[config.mk]
export PLATFORM = sky130hd
export DESIGN_NAME = wb_data_decoder
export DESIGN_NICKNAME = d
export VERILOG_FILES = /design/src/rtl/wb_decode_pkg.sv /design/src/rtl/wb_lane_steer.sv /design/src/rtl/wb_data_decoder.sv
export SDC_FILE = /design/constraint.sdc
export NUM_CORES = 1
export LEC_CHECK = 0
export CORE_AREA = 2 2 124 126
export CTS_CLUSTER_DIAMETER = 200
export DETAILED_ROUTE_END_ITERATION = 12
export DIE_AREA = 0 0 126 128
export MAX_ROUTING_LAYER = met4
export PLACE_DENSITY = 0.89
export SETUP_SLACK_MARGIN = 0.1
export SYNTH_ARGS = -nofsm -noshare
export SYNTH_HDL_FRONTEND = slang
export SYNTH_SLANG_ARGS = --single-unit
export TNS_END_PERCENT = 20
[constraint.sdc]
create_clock -name CLK -period 3.9 [get_ports CLK]
set_clock_uncertainty 0.2 [all_clocks]
set_input_delay 0.39 -clock CLK [delete_from_list [all_inputs] [get_ports CLK]]
set_output_delay 0.39 -clock CLK [all_outputs]
set_load 0.01 [all_outputs]
[src/rtl/wb_decode_pkg.sv]
// wb_decode_pkg: shared types and constants for the Wishbone data-bus decoder.
//   - wb_state_e : decoder FSM encoding (IDLE, ACCESS, RESP, ERROR)
//   - wb_req_t   : captured master request driven onto the shared slave bus
//   - SEL_*      : byte-lane one-hot constants used by narrow-slave steering
//   - BASE_*     : default ADR[31:16] windows of the DIGITAL_TOP slaves
package wb_decode_pkg;

  typedef enum logic [1:0] {
    ST_IDLE   = 2'd0,
    ST_ACCESS = 2'd1,
    ST_RESP   = 2'd2,
    ST_ERROR  = 2'd3
  } wb_state_e;

  typedef struct packed {
    logic [31:0] adr;
    logic [3:0]  sel;
    logic        we;
    logic [31:0] dat;
  } wb_req_t;

  localparam logic [3:0] SEL_B0   = 4'b0001;
  localparam logic [3:0] SEL_B1   = 4'b0010;
  localparam logic [3:0] SEL_B2   = 4'b0100;
  localparam logic [3:0] SEL_B3   = 4'b1000;
  localparam logic [3:0] SEL_WORD = 4'b1111;

  localparam logic [15:0] BASE_DATA_RAM    = 16'h0000;
  localparam logic [15:0] BASE_UART_REGS   = 16'hA000;
  localparam logic [15:0] BASE_NEXYS2_REGS = 16'hB000;
  localparam logic [15:0] BASE_EXT_REGS    = 16'hD000;

  // slave 0 in the low 16 bits
  localparam logic [63:0] DEF_SLV_BASE = {BASE_EXT_REGS, BASE_NEXYS2_REGS,
                                          BASE_UART_REGS, BASE_DATA_RAM};
  localparam logic [3:0]  DEF_SLV_NARROW = 4'b0010;

endpackage

[src/rtl/wb_lane_steer.sv]
// wb_lane_steer: combinational byte-lane steering for 8-bit (narrow) slaves.
//   i_sel     in  4   master byte lanes
//   i_wdat    in  32  master write word
//   i_rbyte   in  8   narrow slave read byte (its [7:0])
//   o_onehot  out 1   i_sel selects exactly one lane
//   o_adr_lo  out 2   byte offset to put on ADR[1:0]
//   o_wbyte   out 8   write byte taken from the selected lane
//   o_rdat    out 32  read byte placed back into the selected lane
module wb_lane_steer
  import wb_decode_pkg::*;
(
  input  logic [3:0]  i_sel,
  input  logic [31:0] i_wdat,
  input  logic [7:0]  i_rbyte,
  output logic        o_onehot,
  output logic [1:0]  o_adr_lo,
  output logic [7:0]  o_wbyte,
  output logic [31:0] o_rdat
);

  always_comb begin
    o_onehot = 1'b1;
    o_adr_lo = 2'd0;
    o_wbyte  = 8'h00;
    o_rdat   = 32'h0;
    case (i_sel)
      SEL_B0: begin o_adr_lo = 2'd0; o_wbyte = i_wdat[7:0];   o_rdat = {24'h0, i_rbyte};        end
      SEL_B1: begin o_adr_lo = 2'd1; o_wbyte = i_wdat[15:8];  o_rdat = {16'h0, i_rbyte, 8'h0};  end
      SEL_B2: begin o_adr_lo = 2'd2; o_wbyte = i_wdat[23:16]; o_rdat = {8'h0, i_rbyte, 16'h0};  end
      SEL_B3: begin o_adr_lo = 2'd3; o_wbyte = i_wdat[31:24]; o_rdat = {i_rbyte, 24'h0};        end
      default: o_onehot = 1'b0;
    endcase
  end

endmodule

[src/rtl/wb_data_decoder.sv]
// wb_data_decoder: one Wishbone data master fanned out to NUM_SLV slaves.
// Registered decode, 8/32-bit lane steering, ERR for unmapped / illegal narrow.
// Optional macro WB_DECODE_TIMEOUT_EN: abort ACCESS with ERR after TIMEOUT_CYC
// cycles without ACK; when undefined ACCESS waits forever.
//   CLK, RST_ASYNC_N            clock, async active-low reset
//   M_CYC/STB/ADR/SEL/WE/DAT_WR master request in
//   M_ACK/ERR/DAT_RD_OUT        master response (registered one-cycle pulses)
//   S_CYC/STB_OUT               per-slave one-hot strobe
//   S_ADR/SEL/WE/DAT_WR_OUT     shared slave request (registered)
//   S_ACK_IN, S_DAT_RD_IN       per-slave response, slave i at [32i+:32]
module wb_data_decoder
  import wb_decode_pkg::*;
#(
  parameter int                    NUM_SLV     = 4,
  parameter logic [NUM_SLV*16-1:0] SLV_BASE    = (NUM_SLV*16)'(DEF_SLV_BASE),
  parameter logic [NUM_SLV-1:0]    SLV_NARROW  = NUM_SLV'(DEF_SLV_NARROW),
  parameter int                    TIMEOUT_CYC = 255
) (
  input  logic                    CLK,
  input  logic                    RST_ASYNC_N,
  input  logic                    M_CYC_IN,
  input  logic                    M_STB_IN,
  input  logic [31:0]             M_ADR_IN,
  input  logic [3:0]              M_SEL_IN,
  input  logic                    M_WE_IN,
  input  logic [31:0]             M_DAT_WR_IN,
  output logic                    M_ACK_OUT,
  output logic                    M_ERR_OUT,
  output logic [31:0]             M_DAT_RD_OUT,
  output logic [NUM_SLV-1:0]      S_CYC_OUT,
  output logic [NUM_SLV-1:0]      S_STB_OUT,
  output logic [31:0]             S_ADR_OUT,
  output logic [3:0]              S_SEL_OUT,
  output logic                    S_WE_OUT,
  output logic [31:0]             S_DAT_WR_OUT,
  input  logic [NUM_SLV-1:0]      S_ACK_IN,
  input  logic [NUM_SLV*32-1:0]   S_DAT_RD_IN
);

  localparam int IDX_W = (NUM_SLV > 1) ? $clog2(NUM_SLV) : 1;

  wb_state_e          r_state, w_nxt;
  wb_req_t            r_req;
  logic [NUM_SLV-1:0] r_stb, w_stb_nxt;
  logic [IDX_W-1:0]   r_idx, w_idx;
  logic               r_narrow, w_hit, w_narrow, w_ack_sel, w_tmo, w_load;
  logic               r_ack, r_err, w_ack_nxt, w_err_nxt;
  logic [31:0]        r_rdat, w_rdat_nxt, w_rword;
  logic [3:0]         w_steer_sel;
  logic               w_onehot;
  logic [1:0]         w_adr_lo;
  logic [7:0]         w_wbyte;
  logic [31:0]        w_steer_rdat;

  // descending scan so the lowest matching index is the one left standing
  always_comb begin
    w_hit    = 1'b0;
    w_idx    = '0;
    w_narrow = 1'b0;
    for (int i = NUM_SLV-1; i >= 0; i--) begin
      if (M_ADR_IN[31:16] == SLV_BASE[16*i +: 16]) begin
        w_hit    = 1'b1;
        w_idx    = IDX_W'(i);
        w_narrow = SLV_NARROW[i];
      end
    end
  end

  // response of the slave captured at accept; other slaves' ACKs never reach here
  always_comb begin
    w_ack_sel = 1'b0;
    w_rword   = 32'h0;
    for (int i = 0; i < NUM_SLV; i++) begin
      if (r_idx == IDX_W'(i)) begin
        w_ack_sel = S_ACK_IN[i];
        w_rword   = S_DAT_RD_IN[32*i +: 32];
      end
    end
  end

  // one steering unit: request lanes in IDLE, captured lanes for the read return
  assign w_steer_sel = (r_state == ST_IDLE) ? M_SEL_IN : r_req.sel;

  wb_lane_steer u_steer (
    .i_sel    (w_steer_sel),
    .i_wdat   (M_DAT_WR_IN),
    .i_rbyte  (w_rword[7:0]),
    .o_onehot (w_onehot),
    .o_adr_lo (w_adr_lo),
    .o_wbyte  (w_wbyte),
    .o_rdat   (w_steer_rdat)
  );

`ifdef WB_DECODE_TIMEOUT_EN
  logic [7:0] r_tmo;
  // held at 0 outside ACCESS, so it starts from 0 on every entry
  always_ff @(posedge CLK or negedge RST_ASYNC_N) begin
    if (!RST_ASYNC_N)             r_tmo <= 8'd0;
    else if (r_state != ST_ACCESS) r_tmo <= 8'd0;
    else                          r_tmo <= r_tmo + 8'd1;
  end
  // true during the TIMEOUT_CYC-th ACCESS cycle
  assign w_tmo = (r_tmo == 8'(TIMEOUT_CYC - 1));
`else
  assign w_tmo = 1'b0;
`endif

  // FSM: state register
  always_ff @(posedge CLK or negedge RST_ASYNC_N) begin
    if (!RST_ASYNC_N) r_state <= ST_IDLE;
    else              r_state <= w_nxt;
  end

  // FSM: next state (abort beats ACK, ACK beats timeout)
  always_comb begin
    w_nxt = r_state;
    case (r_state)
      ST_IDLE:
        if (M_CYC_IN && M_STB_IN)
          w_nxt = (!w_hit || (w_narrow && !w_onehot)) ? ST_ERROR : ST_ACCESS;
      ST_ACCESS:
        if (!M_CYC_IN)      w_nxt = ST_IDLE;
        else if (w_ack_sel) w_nxt = ST_RESP;
        else if (w_tmo)     w_nxt = ST_ERROR;
      ST_RESP:  w_nxt = ST_IDLE;
      ST_ERROR: w_nxt = ST_IDLE;
      default:  w_nxt = ST_IDLE;
    endcase
  end

  // FSM: outputs, computed one cycle early so every port is a flop
  always_comb begin
    w_load     = 1'b0;
    w_stb_nxt  = '0;
    w_ack_nxt  = 1'b0;
    w_err_nxt  = 1'b0;
    w_rdat_nxt = 32'h0;
    case (w_nxt)
      ST_ACCESS:
        if (r_state == ST_IDLE) begin
          w_load = 1'b1;
          for (int i = 0; i < NUM_SLV; i++) w_stb_nxt[i] = (w_idx == IDX_W'(i));
        end else begin
          w_stb_nxt = r_stb;
        end
      ST_RESP: begin
        w_ack_nxt = 1'b1;
        if (!r_req.we) w_rdat_nxt = r_narrow ? w_steer_rdat : w_rword;
      end
      ST_ERROR: w_err_nxt = 1'b1;
      default: ;
    endcase
  end

  always_ff @(posedge CLK or negedge RST_ASYNC_N) begin
    if (!RST_ASYNC_N) begin
      r_stb  <= '0;
      r_ack  <= 1'b0;
      r_err  <= 1'b0;
      r_rdat <= 32'h0;
    end else begin
      r_stb  <= w_stb_nxt;
      r_ack  <= w_ack_nxt;
      r_err  <= w_err_nxt;
      r_rdat <= w_rdat_nxt;
    end
  end

  // request capture; narrow slaves see the byte offset and the byte on [7:0]
  always_ff @(posedge CLK or negedge RST_ASYNC_N) begin
    if (!RST_ASYNC_N) begin
      r_req    <= '0;
      r_idx    <= '0;
      r_narrow <= 1'b0;
    end else if (w_load) begin
      r_req.adr <= {M_ADR_IN[31:2], (w_narrow ? w_adr_lo : 2'b00)};
      r_req.sel <= M_SEL_IN;
      r_req.we  <= M_WE_IN;
      r_req.dat <= w_narrow ? {24'h0, w_wbyte} : M_DAT_WR_IN;
      r_idx     <= w_idx;
      r_narrow  <= w_narrow;
    end
  end

  assign M_ACK_OUT    = r_ack;
  assign M_ERR_OUT    = r_err;
  assign M_DAT_RD_OUT = r_rdat;
  assign S_CYC_OUT    = r_stb;
  assign S_STB_OUT    = r_stb;
  assign S_ADR_OUT    = r_req.adr;
  assign S_SEL_OUT    = r_req.sel;
  assign S_WE_OUT     = r_req.we;
  assign S_DAT_WR_OUT = r_req.dat;

endmodule

==> flow_summary_export.csv, run 1 <==
group,metric,value,unit
setup_path,cpLargestDelayFamily,"simple AND/OR/NAND/NOR gates",
layout,multi_input_area,2750,um2
floorplan,die_h,128,um
timing,fin_crit_sh,83.0,%
layout,fillers,1150,
setup_path,r2r_cells,5,
synth,synth_area,5900,um2
timing,setup_viol,0,
timing,rsz0062_at_grt,"false",
hold_path,hold_depth,1,
timing,worst_pin_slew,0.958,ns
setup_path,slowest_stage,"clkdlybuf4s50_1",
drt,drt_iter0_markers,454,
clocking,clock_path_buffers,2,
placed_design,gp_congestion,0.871,
floorplan,core,14900,um2
synth,synth_common_cells,"112 x dfrtp_1, 33 x mux4_2, 33 x nand2_1",
placed_design,port_buffers,313,
drt,via_count,5328,
setup_path,crit_chain,"clkdlybuf4s50_1 > or4bb_1 > or4_4 > a21o_1 > a21oi_4 > buf_12 > mux2_2",
synth,yosysSeqAreaShare,47.5,%
global_route,antenna_found_initial,0,
drt,drt_pass1_iterations,5,
floorplan,start_util,39.7,%
layout,synthToLayoutAreaGrowth,60.3,%
setup_path,required,3.94,ns
power_and_ir_drop,power,2.46,mW
synth,synthTopCellsByArea,"dfrtp_1 48%, mux4_2 13%, mux2i_1 4.2%",
drt,drc,0,
clocking,cts-root-buf,"clkbuf_16",
synth,synthDistinctLibCells,41,
setup_path,path_buf_inv,2,
synth,post-synth-top-count-cell,"dfrtp_1",
clocking,cts_buffers,9,
setup_path,path_class,"in2reg",
synth,ys_ff_latch,112,
placed_design,place_area,9160,um2
synth,syn-num-nets,710,
drt,dr_wl_met3,1.17,mm
floorplan,die_w,126,um
placed_design,place_hpwl,15.1,mm
placed_design,dp_cells,978,
layout,final_cell_area,9450,um2
synth,yosys.area.top_type,"dfrtp_1",
synth,synthArstFlopShare,100,%
global_route,grt_pass1_vias,5407,
floorplan,die_area,16100,um2
clocking,clock_sinks,112,
drt,avgViaCountPerCell,5.35,
drt,wl_met2,9.96,mm
synth,post-synth-top-area-fraction,47.5,%
setup_path,cpPeakStageDelay,0.57,ns
timing,fin_setup_tns,0,ns
hold_path,hold_path.class,"reg2reg",
setup_path,start_kind,"primary input",
clocking,cts_tree,"yes",
power_and_ir_drop,vdd_drop_max,0.185,mV
power_and_ir_drop,power_density,261,nW/um2
power_and_ir_drop,p_leak,4.01,nW
drt,drt-wirelength-per-cell,19.7,um
drt,highest_layer,"met4",
layout,antenna_cells,0,
clocking,cts_max_level,3,
layout,final_nets,1007,
run_status,outcome,"finished, final reports clean",
clocking,clk_pin_slew,0.08,ns
layout,postLayoutCoreUtil,63.6,%
global_route,grt_max_degree,65,
global_route,grt_first_pass_wirelength,30.0,mm
setup_path,worstPathArrival,3.27,ns
setup_path,crit_cells,7,
timing,drv_slew,0,
drt,met1_length,8.16,mm
timing,slew_headroom,35.9,%
drt,totalWireLength,19.6,mm
floorplan,fp-row-count,45,
synth,synth_edf_count,0,
drt,ant_nets,0,
synth,ys_warn_count,0,
timing,fmax,309,MHz
job,drv_cap,0,
setup_path,end_kind,"flop",
synth,synthCells,505,
timing,final-hold-violation-count,0,
layout,final_cells,995,
timing,finalCriticalPeriod,3.24,ns
layout,seq_area,2800,um2
layout,layout-drive-gt1-share,9.79,%
floorplan,io_pins,316,
synth,synth_ff_type,"dfrtp_1",
clocking,clk-insertion-delay-late,0.35,ns
global_route,grtUsageTotal,24.7,%
synth,syn_area_per_cell,11.7,um2
setup_path,crit_fanout,45,
clocking,cts_setup_buffers,0,
global_route,grt_overflow,0,
## routing by layer
layer | up-vias | global-route usage [%]
met3 | 24 | 3.30
met2 | 244 | 40.3
li1 | 2411 | -
met1 | 2649 | 32.7
met4 | 0 | 7.05
met5 | - | -
## cell usage in the layout (no fill, tap or decap), types with 17 or more instances in the layout
master and n:
mux2_1 17, clkdlybuf4s50_1 312, inv_1 31, dfrtp_1 111, nand2_1 33, mux2i_1 25, nand3_1 26, and2_1 20
nor3b_1 24, mux4_2 33, a21oi_1 28, nand2b_1 24
## cells by family (layout without fill, tap and decap cells)
logic type / after synthesis / after routing / synth area share, %
buffers and inverters: 71 / 373 / 5.96
AND/OR/NAND/NOR: 161 / 161 / 15.7
flip-flops: 112 / 112 / 47.5
AO/OA/AOI/OAI: 72 / 72 / 7.98
XOR/XNOR: 5 / 5 / 0.743
multiplexers: 84 / 84 / 22.1
## final cells by class
cell class | instances | share of cell area, %
Clock buffer | 9 | 2.38
Timing Repair Buffer | 326 | 34.4
Sequential cell | 112 | 29.7
Multi-Input combinational cell | 322 | 29.1
Inverter | 31 | 1.23
Tap cell | 188 | 2.49
Clock inverter | 7 | 0.636
## state kept, by name (all words and copies together), names as in the netlist
name and cells:
M_ACK_OUT 1, M_DAT_RD_OUT 32, M_ERR_OUT 1, S_ADR_OUT 32, S_CYC_OUT 4, S_DAT_WR_OUT 32
S_SEL_OUT 4, S_WE_OUT 1, r_idx 2, r_narrow 1, r_state 2
## report_power, final
| group | total [mW] | leakage (nW) | switching [mW] | internal [mW] |
|---|---|---|---|---|
| logic | 0.389 | 2.44 | 0.147 | 0.242 |
| clock network | 0.900 | 0.143 | 0.453 | 0.447 |
| registers | 1.18 | 1.43 | 0.00709 | 1.17 |
| total | 2.46 | 4.01 | 0.607 | 1.86 |
## repair_timing
| action | 4_1_cts | 5_1_grt |
|---|---|---|
| resized for setup | 0 | 0 |
| hold buffers | 1 | 0 |
| endpoints found under the hold margin | 48 | 0 |
## through the flow
step           hold WS, ns  setup WS, ns
2_1_floorplan       -0.106          1.03
6_report             0.286         0.661
5_1_grt              0.303         0.578
3_3_place_gp         0.260         0.402
4_1_cts              0.290         0.690
3_5_place_dp         0.259         0.314
## final timing paths
path	slack [ns]	to	startpoint
min in group asynchronous	0.41	M_DAT_RD_OUT[21]	RST_ASYNC_N
max in group asynchronous	2.32	S_ADR_OUT[2]	RST_ASYNC_N
hold / removal	0.29	S_ADR_OUT[17]	S_ADR_OUT[17]
setup / recovery	0.66	S_ADR_OUT[8]	M_ADR_IN[31]
setup reg to reg	0.83	S_ADR_OUT[31]	r_state[1]
hold reg to reg	0.29	S_ADR_OUT[17]	S_ADR_OUT[17]
Note: power is estimated with default switching activity, not from simulation.
==> run 2, diff against run 1 <==
--- a/config.mk
+++ b/config.mk
@@ -5,10 +5,10 @@
 export SDC_FILE = /design/constraint.sdc
 export NUM_CORES = 1
 export LEC_CHECK = 0
-export CORE_AREA = 2 2 124 126
+export CORE_MARGIN = 1
+export CORE_UTILIZATION = 40
 export CTS_CLUSTER_DIAMETER = 200
 export DETAILED_ROUTE_END_ITERATION = 12
-export DIE_AREA = 0 0 126 128
 export MAX_ROUTING_LAYER = met4
 export PLACE_DENSITY = 0.89
 export SETUP_SLACK_MARGIN = 0.1
==> constraint.sdc (replaced) <==
create_clock -name CLK -period 3.2 [get_ports CLK]
set_clock_uncertainty 0.2 [all_clocks]
set_input_delay 0.32 -clock CLK [delete_from_list [all_inputs] [get_ports CLK]]
set_output_delay 0.32 -clock CLK [all_outputs]
set_load 0.01 [all_outputs]
==> run 2 against run 1 <==
First-iteration DRC count is 20% lower; largest cell class unchanged; largest power group unchanged; critical path depth stayed put; power is 29% higher.
==> flow_summary_export.csv, run 2 (same netlist as run 1, synthesis figures left out) <==
group,metric,value,unit
setup_path,rrSetupSlack,0.51,ns
layout,fillers,1122,
setup_path,end_kind,"flop",
drt,drt_pass1_iterations,4,
power_and_ir_drop,clockPowerShare,39.6,%
clocking,clock_path_buffers,2,
layout,postLayoutCoreUtil,66.7,%
timing,drv_slew,0,
drt,avgViaCountPerCell,5.30,
timing,fmax,351,MHz
global_route,grt_first_pass_wirelength,29.0,mm
layout,multi_input_area,2750,um2
layout,final_nets,1024,
setup_path,r2r_cells,5,
floorplan,start_util,40.7,%
power_and_ir_drop,p_seq_share,45.1,%
drt,totalWireLength,19.1,mm
clocking,cts-root-buf,"clkbuf_16",
run_status,outcome,"finished, final reports clean",
setup_path,crit_chain,"clkdlybuf4s50_1 > or4_4 > or4_4 > a21o_1 > a21o_1 > buf_4 > and2_1",
layout,layout_commonest_cell,"clkdlybuf4s50_1",
layout,antenna_cells,0,
timing,rsz0062_at_grt,"false",
clocking,cts_setup_buffers,0,
timing,final-hold-violation-count,0,
power_and_ir_drop,p_leak,4.12,nW
setup_path,cpPeakStageDelay,0.57,ns
floorplan,io_pins,316,
clocking,clk-insertion-delay-late,0.36,ns
floorplan,die_area,15200,um2
global_route,grtUsageTotal,26.2,%
floorplan,die_h,123,um
global_route,grt_pass1_vias,5495,
drt,ant_nets,0,
setup_path,worstPathArrival,2.90,ns
floorplan,core,14500,um2
layout,seq_area,2800,um2
placed_design,dp_cells,991,
layout,mostFrequentLayoutCells,"312 x clkdlybuf4s50_1, 111 x dfrtp_1, 33 x nand2_1, 33 x mux4_2, 31 x inv_1",
setup_path,crit_start,"M_ADR_IN[16]",
timing,worst_pin_slew,0.960,ns
power_and_ir_drop,p_sw,0.743,mW
drt,drt_iter0_markers,364,
timing,hold_ws,0.288,ns
hold_path,hold_path.class,"in2async",
setup_path,cp-endpoint,"S_ADR_OUT[27]",
timing,slew_headroom,35.7,%
clocking,clock_sinks,112,
clocking,cts_buffers,9,
floorplan,die_w,123,um
setup_path,start_kind,"primary input",
timing,finalCriticalPeriod,2.85,ns
timing,setup_viol,0,
setup_path,r2r-end,"S_ADR_OUT[0]",
power_and_ir_drop,vdd_drop_max,0.212,mV
setup_path,reg2reg_from,"r_state[1]",
layout,final_cells,1008,
global_route,grt_overflow,0,
setup_path,crit_fanout,11,
clocking,cts_tree,"yes",
placed_design,gp_congestion,0.835,
power_and_ir_drop,power_density,329,nW/um2
power_and_ir_drop,power,3.18,mW
global_route,antenna_found_initial,0,
drt,drc,0,
timing,fin_crit_sh,89.1,%
drt,via_count,5341,
layout,synthToLayoutAreaGrowth,63.8,%
power_and_ir_drop,comb_power_share,15.3,%
placed_design,place_hpwl,15.3,mm
layout,layout-drive-gt1-share,11.7,%
timing,fin_setup_tns,0,ns
floorplan,fp-row-count,44,
job,drv_cap,0,
setup_path,slowest_stage,"or4_4",
clocking,clk_pin_slew,0.08,ns
clocking,cts_max_level,3,
setup_path,required,3.25,ns
setup_path,path_class,"in2reg",
placed_design,port_buffers,313,
drt,drt-wirelength-per-cell,19.0,um
global_route,grt_max_degree,50,
power_and_ir_drop,cell_internal_pwr,2.43,mW
power_and_ir_drop,switching_share,23.4,%
==> run 2: repair_timing <==
item,4_1_cts,5_1_grt
endpoints found under the hold margin,39,0
resized for setup,0,0
hold buffers,1,0
==> run 2: power by group through the flow <==
| stage | clock [mW] | combinational (mW) | sequential [mW] |
|---|---|---|---|
| 4_1_cts | 1.29 | 0.489 | 1.43 |
| 3_3_place_gp | 0 | 0.475 | 1.46 |
| 2_1_floorplan | 0 | 0.124 | 1.46 |
| 6_report | 1.26 | 0.487 | 1.43 |
| 3_5_place_dp | 0 | 0.485 | 1.46 |
| 5_1_grt | 1.35 | 0.520 | 1.43 |
==> run 2: layout make-up <==
type,instances,share of cell area (%)
Inverter,31,1.20
Tap cell,184,2.38
Sequential cell,112,29.0
Clock buffer,9,2.33
Clock inverter,7,1.14
Timing Repair Buffer,343,35.4
Multi-Input combinational cell,322,28.5
==> run 2: worst min path at each step <==
| stage | to | cells past startpoint |
|---|---|---|
| final | S_ADR_OUT[24] | 2 |
| after global routing | S_ADR_OUT[24] | 2 |
| after CTS | S_ADR_OUT[26] | 1 |
| after detailed placement | S_ADR_OUT[24] | 1 |
| after global placement | S_ADR_OUT[24] | 1 |
| after floorplan | M_ACK_OUT | 0 |
==> run 2: through the flow <==
stage / setup slack (ns) / area (um2)
after global placement: 0.0167 / 9320
after detailed placement: -0.0202 / 9320
final: 0.348 / 9660
after floorplan: 0.397 / 5900
after CTS: 0.358 / 9660
after global routing: 0.283 / 9660
==> run 2: worst max-delay path: cells and delay by family <==
family	cells	cell delay, ns
simple gates	3	1.29
compound gates	2	0.62
buf+inv	2	0.66
==> run 2: per-layer routing <==
| metal | GRT usage [%] | share of wire, % |
|---|---|---|
| met1 | 32.4 | 39 |
| met2 | 42.6 | 51 |
| met3 | 5.03 | 7.1 |
| met4 | 9.71 | 2.6 |
| met5 | - | 0 |
